**src/rtl/csr_io_unit_if.sv**
```systemverilog
// CSR I/O bus between the decode/control path (master) and csr_io_unit (slave).
// Carries the HEX write strobe/data, the pipeline stall and the switch read data.
interface csr_io_unit_if;
  logic        stall_EX;
  logic        gpio_we;
  logic [31:0] gpio_wdata;
  logic [31:0] gpio_rdata;

  modport master (
    output stall_EX,
    output gpio_we,
    output gpio_wdata,
    input  gpio_rdata
  );

  modport slave (
    input  stall_EX,
    input  gpio_we,
    input  gpio_wdata,
    output gpio_rdata
  );
endinterface

```
**src/rtl/csr_io_unit.sv**
```systemverilog
// CSR I/O responder: HEX display register with registered seven-segment decode,
// and a two-flop synchronised, whole-bus debounced switch register for reads.
module csr_io_unit #(
  parameter logic [15:0] DEBOUNCE_CYCLES = 16'd50000,
  parameter bit          BLANK_LZ        = 1'b0
) (
  input  logic         clk,
  input  logic         rst,
  csr_io_unit_if.slave bus,
  input  logic [17:0]  sw_raw,
  output logic [31:0]  hex_value,
  output logic [6:0]   hex0,
  output logic [6:0]   hex1,
  output logic [6:0]   hex2,
  output logic [6:0]   hex3,
  output logic [6:0]   hex4,
  output logic [6:0]   hex5,
  output logic [6:0]   hex6,
  output logic [6:0]   hex7
);

  localparam logic [6:0] SEG_BLANK = 7'b1111111;
  localparam logic [6:0] SEG_ZERO  = 7'b1000000;

  // Active-low {g,f,e,d,c,b,a} pattern for one hex digit.
  function automatic logic [6:0] seg7(input logic [3:0] nib);
    logic [6:0] s;
    case (nib)
      4'h0:    s = 7'b1000000;
      4'h1:    s = 7'b1111001;
      4'h2:    s = 7'b0100100;
      4'h3:    s = 7'b0110000;
      4'h4:    s = 7'b0011001;
      4'h5:    s = 7'b0010010;
      4'h6:    s = 7'b0000010;
      4'h7:    s = 7'b1111000;
      4'h8:    s = 7'b0000000;
      4'h9:    s = 7'b0010000;
      4'hA:    s = 7'b0001000;
      4'hB:    s = 7'b0000011;
      4'hC:    s = 7'b1000110;
      4'hD:    s = 7'b0100001;
      4'hE:    s = 7'b0000110;
      4'hF:    s = 7'b0001110;
      default: s = SEG_BLANK;
    endcase
    return s;
  endfunction

  // Digit k is a leading zero when it and every more significant nibble are zero.
  function automatic logic is_leading_zero(input logic [31:0] v, input int unsigned k);
    logic [31:0] upper;
    upper = v >> (4 * k);
    return (k != 0) && (upper == 32'd0);
  endfunction

  function automatic logic [6:0] seg_reset(input int unsigned k);
    logic [6:0] s;
    if (BLANK_LZ && (k != 0)) begin
      s = SEG_BLANK;
    end else begin
      s = SEG_ZERO;
    end
    return s;
  endfunction

  logic [31:0] hex_q, hex_d;
  logic [6:0]  seg_q [8];
  logic [6:0]  seg_d [8];

  logic [17:0] sync1_q, sync2_q;
  logic [17:0] cand_q, cand_d;
  logic [17:0] stable_q, stable_d;
  logic [15:0] cnt_q, cnt_d;
  logic [31:0] rdata_q;

  always_comb begin
    hex_d = hex_q;
    if (bus.gpio_we && !bus.stall_EX) begin
      hex_d = bus.gpio_wdata;
    end else begin
      hex_d = hex_q;
    end
  end

  always_comb begin
    for (int unsigned k = 0; k < 8; k++) begin
      seg_d[k] = seg7(hex_q[4*k +: 4]);
      if (BLANK_LZ && is_leading_zero(hex_q, k)) begin
        seg_d[k] = SEG_BLANK;
      end else begin
        seg_d[k] = seg7(hex_q[4*k +: 4]);
      end
    end
  end

  // Any bit change on the synchronised bus restarts the count; it saturates once accepted.
  always_comb begin
    cand_d   = cand_q;
    cnt_d    = cnt_q;
    stable_d = stable_q;
    if (sync2_q != cand_q) begin
      cand_d = sync2_q;
      cnt_d  = 16'd0;
    end else if (cnt_q == (DEBOUNCE_CYCLES - 16'd1)) begin
      stable_d = cand_q;
    end else begin
      cnt_d = cnt_q + 16'd1;
    end
  end

  always_ff @(posedge clk or posedge rst) begin
    if (rst) begin
      hex_q <= 32'd0;
      for (int unsigned k = 0; k < 8; k++) begin
        seg_q[k] <= seg_reset(k);
      end
    end else begin
      hex_q <= hex_d;
      for (int unsigned k = 0; k < 8; k++) begin
        seg_q[k] <= seg_d[k];
      end
    end
  end

  always_ff @(posedge clk or posedge rst) begin
    if (rst) begin
      sync1_q  <= 18'd0;
      sync2_q  <= 18'd0;
      cand_q   <= 18'd0;
      stable_q <= 18'd0;
      cnt_q    <= 16'd0;
      rdata_q  <= 32'd0;
    end else begin
      sync1_q  <= sw_raw;
      sync2_q  <= sync1_q;
      cand_q   <= cand_d;
      stable_q <= stable_d;
      cnt_q    <= cnt_d;
      rdata_q  <= {14'd0, stable_q};
    end
  end

  assign bus.gpio_rdata = rdata_q;
  assign hex_value      = hex_q;
  assign hex0 = seg_q[0];
  assign hex1 = seg_q[1];
  assign hex2 = seg_q[2];
  assign hex3 = seg_q[3];
  assign hex4 = seg_q[4];
  assign hex5 = seg_q[5];
  assign hex6 = seg_q[6];
  assign hex7 = seg_q[7];

endmodule

```
**src/flat_wrapper.sv**
```systemverilog
// flat-port wrapper written by rule: the top's interface ports become plain ports
module csr_io_unit_flat 
#(
  parameter logic [15:0] DEBOUNCE_CYCLES = 16'd50000,
  parameter bit          BLANK_LZ        = 1'b0
)
  (clk, rst, sw_raw, hex_value, hex0, hex1, hex2, hex3, hex4, hex5, hex6, hex7, bus_stall_EX, bus_gpio_we, bus_gpio_wdata, bus_gpio_rdata);
  csr_io_unit_if bus_i ();
  input  logic clk;
  input  logic rst;
  input  logic [17:0] sw_raw;
  output logic [31:0] hex_value;
  output logic [6:0] hex0;
  output logic [6:0] hex1;
  output logic [6:0] hex2;
  output logic [6:0] hex3;
  output logic [6:0] hex4;
  output logic [6:0] hex5;
  output logic [6:0] hex6;
  output logic [6:0] hex7;
  input wire logic [$bits(bus_i.stall_EX)-1:0] bus_stall_EX;
  input wire logic [$bits(bus_i.gpio_we)-1:0] bus_gpio_we;
  input wire logic [$bits(bus_i.gpio_wdata)-1:0] bus_gpio_wdata;
  output wire logic [$bits(bus_i.gpio_rdata)-1:0] bus_gpio_rdata;
  assign bus_i.stall_EX = bus_stall_EX;
  assign bus_i.gpio_we = bus_gpio_we;
  assign bus_i.gpio_wdata = bus_gpio_wdata;
  assign bus_gpio_rdata = bus_i.gpio_rdata;
  csr_io_unit #(.DEBOUNCE_CYCLES(DEBOUNCE_CYCLES), .BLANK_LZ(BLANK_LZ)) u_core (.clk(clk), .rst(rst), .bus(bus_i), .sw_raw(sw_raw), .hex_value(hex_value), .hex0(hex0), .hex1(hex1), .hex2(hex2), .hex3(hex3), .hex4(hex4), .hex5(hex5), .hex6(hex6), .hex7(hex7));
endmodule
```
**config.mk**
```make
export PLATFORM = sky130hd
export DESIGN_NAME = csr_io_unit_flat
export DESIGN_NICKNAME = d
export VERILOG_FILES = /design/src/rtl/csr_io_unit_if.sv /design/src/rtl/csr_io_unit.sv /design/src/flat_wrapper.sv
export SDC_FILE = /design/constraint.sdc
export NUM_CORES = 1
export LEC_CHECK = 0
export ABC_AREA = 1
export ABC_CLOCK_PERIOD_IN_PS = 8100
export CAP_MARGIN = 5
export CORE_ASPECT_RATIO = 1.1
export CORE_MARGIN = 4
export CORE_UTILIZATION = 51
export DETAILED_ROUTE_END_ITERATION = 12
export PLACE_DENSITY = 0.9
export SLEW_MARGIN = 20
export SYNTH_ARGS = -nofsm -noshare
export SYNTH_HDL_FRONTEND = slang
export SYNTH_SLANG_ARGS = --single-unit
```
**constraint.sdc**
```tcl
create_clock -name clk -period 8.1 [get_ports clk]
set_input_delay 1.62 -clock clk [delete_from_list [all_inputs] [get_ports clk]]
set_output_delay 1.62 -clock clk [all_outputs]
set_load 0.005 [all_outputs]
```
# --- Word level (Yosys, flattened, before mapping) ---
# Memories as Yosys holds them, arrays and structs flattened. A register that Yosys moved wholly into a read port is not among the register bits.
# Cells that the tools add are included.
classes:
  addsub: 1
  eq_ne: 3
  mux: 2
  bitwise: 1
  n_reduce_logical: 3
ops:
  columns: ["op", "count"]
  rows:
  - ["$mux W16", 2]
  - ["$ne A18 B18 Y1", 1]
  - ["$add A16 B1 Y16 const B", 1]
  - ["$eq A16 B16 Y1 const B", 1]
  - ["$ne A2 B1 Y1 const B", 1]
  - ["$reduce_and A2 Y1", 1]
  - ["$logic_and A1 B1 Y1", 1]
  - ["$logic_not A1 Y1", 1]
  - ["$not A1 Y1", 1]
totals:
  regBits: 138
  rom_bits: 896
  input_bits: 54
  elab_cells: 25
  mem_count: 8
memory_table:
  columns: ["name", "words", "word_bits", "read_ports", "rd_ports_with_merged_regs", "write_ports", "line", "source"]
  rows:
  - ["(name not given)", 16, 7, 1, 1, 0, "csr_io_unit.sv:28", "case (nib)"]
  - ["(name not given)", 16, 7, 1, 1, 0, "csr_io_unit.sv:28", null]
  - ["(name not given)", 16, 7, 1, 1, 0, "csr_io_unit.sv:28", null]
  - ["(name not given)", 16, 7, 1, 1, 0, "csr_io_unit.sv:28", null]
  - ["(name not given)", 16, 7, 1, 1, 0, "csr_io_unit.sv:28", null]
  - ["(name not given)", 16, 7, 1, 1, 0, "csr_io_unit.sv:28", null]
  - ["+2 memories", null, null, null, null, null, null, null]

# --- Depth between registers and ports, before layout ---
logic_depth:
  word_depth: 3
  ltp_mapped: 11
  ltp_nobuf: 10

# --- Worst setup path after synthesis ---
# Ideal clock, no wire load.
synth_timing:
  path_kind: "input to register"
  from: "input port bus_stall_EX"
  to: "register u_core.hex_q[10] (netlist: u_core.hex_value[10])"
  t_arrival_ns: 2.266
  t_required_ns: 8.022
  path_slack_ns: 5.757
  cell_stages: 5
  n_path_buf: 1
  cell_sequence: "inv_1 nand2_1 clkbuf_1 nor2_1 a21oi_1"
synth_between:
  elab_chain_len: 2
synth_rtl:
  columns: ["element", "line", "source"]
  rows:
  - ["start: declaration", "flat_wrapper.sv:21", "input wire logic [$bits(bus_i.stall_EX)-1:0] bus_stall_EX;"]
  - ["$logic_not A1 Y1", "csr_io_unit.sv:79", "if (bus.gpio_we && !bus.stall_EX) begin"]
  - ["$logic_and A1 B1 Y1", "csr_io_unit.sv:79", null]
  - ["end signal: assignment", "csr_io_unit.sv:114", "hex_q <= 32'd0;"]
  - ["end signal: assignment", "csr_io_unit.sv:119", "hex_q <= hex_d;"]
  - ["end: declaration", "csr_io_unit.sv:67", "logic [31:0] hex_q, hex_d;"]
# No other way between the ends.
# A chain may end at the register's enable or synchronous reset.

# --- Worst setup path in the final report ---
layout_timing:
  from: "register u_core.hex_q[2] (netlist: u_core.hex_value[2])"
  to: "output port hex_value[2]"
layout_lines:
  columns: ["element", "line", "source"]
  rows:
  - ["end: declaration", "flat_wrapper.sv:12", "output logic [31:0] hex_value;"]
# No word-level cell between the ends.

==> summary.md <==
| Metric | Value |
|---|---|
| Outcome | complete, no violations |
| Endpoint required time on the critical path | roughly 6500 ps |
| Design area | between 0.01 and 0.015 mm² |
| Number of max-cap violations | 0 |
| Die area | ~0.019 mm² |
| Average footprint of a synthesized cell | a little under 10 µm² |
| Vias in the first global route | 6235 |
| Global-route track usage on met2 | a little over a third |
| Critical Path AT | 1610 ps |
| Endpoint of the worst register-to-register path | u_core.cnt_q[4] |
| Endpoint of the most critical setup path | hex_value[2] |
| Max-slew violation count | 0 |
| TritonCTS clock tree | yes |
| Number of violations reported at the end of detailed-routing iteration 0 | ~400 |
| Number of rows in the core area | 48 |
| Layout area overhead | 26.6% |
| #FFs+latches synth | 194 |
| Gate count after technology mapping | 872 |
| Vert. Die Dim | roughly 140 µm |
| Startpoint types | register |
| Post-DRT Antenna Nets | 0 |
| CTS Root Cell | sky130_fd_sc_hd__clkbuf_16 |
| Layer with the highest usage after global routing | met2 |
| Floorplan die width | 130 µm |
| Yosys warns | 0 |
| Number of synthesized flops with an enable pin | 0 |
| Power density relative to cell area | about 230 mW/mm² |
| Via-to-Cell Ratio | just over 5 |
| Hold slack | around 350 ps |
| Post-CTS setup repair buffer count | 0 |
| Worst clock skew | ~11 ps |
| Antenna violations before repair | 0 |
| Buffering stage count on the worst path with inverters included | 1 |
| Ant. Diodes | 0 |
| Cells along the critical path | clkdlybuf4s50_1 |
| HPWL reported at the end of detailed placement | roughly 13000 µm |
| R2r worst-path depth | 7 |
| FFs w/ async S/R, synth | 100% |
| Primary flip-flop cell chosen by synthesis mapping | sky130_fd_sc_hd__dfrtp_1 |
| Delay of the slowest cell on the worst path | around 610 ps |
| Number of placed cells counting well taps | approximately 1200 |
| Post-route clock period utilization | about two fifths |
| Top cell type by total area after synthesis | sky130_fd_sc_hd__dfrtp_1 |
| Global placer's final weighted congestion | ~0.88 |
| Setup slack, reg-to-reg | about 5700 ps |
| Count of unresolved DRC violations after routing | 0 |
| Number of buffers inserted by hold repair at cts | 0 |
| DR pass1 iterations | 6 |
| Post-route setup TNS | 0 ps |
| Setup violators final | 0 |
| Share of the synthesized area in the top cell type | between 50% and 60% |
| Headroom to the max-slew limit | between 30% and 40% |
| GR Overflow Total | 0 |
| Slew of the pin with the lowest slew margin | between 1000 and 1500 ps |
| Fmax achieved | between 300 and 400 MHz |
| Maximum number of pins on one net before global-route repair | between 100 and 150 |
| Global-route wire length before repair | between 20000 and 30000 µm |
| GR Util All Layers | about a fifth |
| Ranking of synthesized cells by area | sky130_fd_sc_hd__dfrtp_1 (56%), sky130_fd_sc_hd__nand2_1 (8.1%), sky130_fd_sc_hd__ha_1 (7.3%) |
| Share of cells above drive strength 1 | 6.75% |
| Largest fanout of any net on the critical path | 13 |
| Final critical-path required period | 3230 ps |
| Routing usage on met1 | a little under a quarter |
| Path type of the worst min-delay path | register to register |
| Effective utilization at floorplan | a little over half |
| Wire length reported by the detailed router | roughly 18000 µm |
| Final Hold Fails | 0 |
| Number of H-tree branching levels | 4 |
| Largest delay contributor family on the critical path | buffers and inverters |
| Placeable Area | around 0.016 mm² |
| Launch point of the worst reg-to-reg path | u_core.cand_q[4] |
| Post-route non-filler standard cell count | ~1200 |
| Slowest cell on crit path | sky130_fd_sc_hd__clkdlybuf4s50_1 |
| Resize count post-CTS | 0 |
| Clk Latency, worst-skew pair | 430 ps |
| Worst path depth | 1 |
| Clock slew seen by the registers of the worst setup and hold paths | 80 ps |
| Total CTS buffers | 17 |
| Seq/Total Area, Yosys | 58.1% |
| Static leakage | between 5 and 6 nW |
| Unrepaired setup endpoints after global routing | false |
| Number of I/O port buffers | 159 |
| Clock buffer depth | 2 |
| Total number of vias | between 6000 and 7000 |
| Crit Path Class | register to output pin |
| Clock net sink count | 194 |
| Count of boundary I/O pins | approximately 170 |
| Post-synthesis instance area | between 0.008 and 0.009 mm² |
| Critical Path Start | u_core.hex_value[2] |
| End-of-flow core utilization | about two thirds |
| Post-detailed-placement cell area | between 0.009 and 0.01 mm² |
| Fraction of met3 tracks used by global routing | under 10% |
| Final #Nets | around 1100 |
| Crit. End Element | output pin |
| Routed wirelength normalized by instance count | 14.9 µm |
| Post-synthesis cell type count | 35 |
| Maximum resistive drop on vdd | about 0.00015 V |
## cells by family after synthesis
logic type                 Yosys count  share of synthesized area (%)
xor gates and xnor gates             7                          0.732
adders and majority gates           49                           7.32
AOI/OAI and AO/OA                  138                           8.66
buffers and inverters              146                           7.63
and+or+nand+nor                    337                           17.6
DFF                                194                           58.1
other                                1                         0.0448
## metal layers
metal / vias to the layer above / routed length (µm)
met5: - / 0
met4: 0 / 316
met3: 31 / 1500
met2: 224 / 9360
met1: 2989 / 6970
li1: 3016 / -
## sequential cells by signal, indices dropped and copies added, names as in the netlist
register               count
u_core.sync1_q            18
u_core.hex5                7
u_core.stable_q           18
u_core.sync2_q            18
u_core.cnt_q              16
u_core.hex3                7
u_core.hex6                7
u_core.hex0                7
u_core.hex4                7
u_core.hex2                7
u_core.hex7                7
u_core.hex_value          32
u_core.bus.gpio_rdata     18
u_core.hex1                7
u_core.cand_q             18
## power by group
part	switching, mW	total (mW)	leakage (nW)	internal [mW]
clock	0.418	0.849	0.298	0.430
combinational	0.206	0.433	2.50	0.227
sequential	0.0698	1.14	2.37	1.07
total	0.694	2.42	5.17	1.72
## stage by stage
step | total power [mW] | worst slack (ps)
after floorplan | 1.33 | 1210
after global placement | 1.57 | 4320
after detailed placement | 1.58 | 4280
after CTS | 2.43 | 4760
after global routing | 2.53 | 4770
final | 2.42 | 4870
## cell type report
cell class	instances	area (µm²)
sequential	194	4860
clock inverter	14	170
clock buffer	18	439
tap	200	250
inverter	91	350
fill	1157	5310
multi-input combinational	545	2930
timing repair buffer	160	1600
## how the worst min path moves through the flow
| stage | start | endpoint | slack [ps] | cells after the start |
|---|---|---|---|---|
| floorplan | u_core.sync1_q[0] | u_core.sync2_q[0] | 330 | 0 |
| global placement | u_core.sync1_q[0] | u_core.sync2_q[0] | 330 | 0 |
| detailed placement | u_core.sync1_q[6] | u_core.sync2_q[6] | 330 | 0 |
| CTS | u_core.sync1_q[6] | u_core.sync2_q[6] | 350 | 0 |
| global route | u_core.sync1_q[13] | u_core.sync2_q[13] | 350 | 0 |
| finish | u_core.sync1_q[13] | u_core.sync2_q[13] | 350 | 0 |
## cells in the final DEF (no fill, tap or decap), types with 14 or more instances in the layout
cell type | netlist | routed
sky130_fd_sc_hd__inv_1 | 85 | 84
sky130_fd_sc_hd__clkbuf_16 | 0 | 17
sky130_fd_sc_hd__nand4_1 | 19 | 19
sky130_fd_sc_hd__clkdlybuf4s50_1 | 0 | 159
sky130_fd_sc_hd__a21oi_1 | 92 | 92
sky130_fd_sc_hd__nand2_1 | 181 | 180
sky130_fd_sc_hd__nor2_1 | 88 | 88
sky130_fd_sc_hd__conb_1 | 1 | 14
sky130_fd_sc_hd__dfrtp_1 | 186 | 186
sky130_fd_sc_hd__nand3_1 | 18 | 18
sky130_fd_sc_hd__ha_1 | 49 | 49
sky130_fd_sc_hd__o21ai_0 | 33 | 33
## cells in the mapped netlist (2+ instances only)
library cell	number
sky130_fd_sc_hd__xnor2_1	7
sky130_fd_sc_hd__nand4_1	19
sky130_fd_sc_hd__inv_1	85
sky130_fd_sc_hd__clkbuf_1	33
sky130_fd_sc_hd__nand2_2	4
sky130_fd_sc_hd__nor3_2	5
sky130_fd_sc_hd__inv_2	3
sky130_fd_sc_hd__clkinv_1	2
sky130_fd_sc_hd__nor2_4	2
sky130_fd_sc_hd__nor2_2	5
sky130_fd_sc_hd__nor3b_1	2
sky130_fd_sc_hd__buf_2	3
sky130_fd_sc_hd__o31ai_1	6
sky130_fd_sc_hd__buf_6	4
sky130_fd_sc_hd__a31oi_1	2
sky130_fd_sc_hd__nor2_1	88
sky130_fd_sc_hd__nand2_1	181
sky130_fd_sc_hd__o21bai_1	2
sky130_fd_sc_hd__o21ai_0	33
sky130_fd_sc_hd__dfrtp_1	186
sky130_fd_sc_hd__nand3_1	18
sky130_fd_sc_hd__nand3_2	2
sky130_fd_sc_hd__dfstp_2	8
sky130_fd_sc_hd__nor3_1	8
sky130_fd_sc_hd__a21oi_1	92
sky130_fd_sc_hd__ha_1	49
sky130_fd_sc_hd__buf_4	15
(Power assumes the default switching activity.)
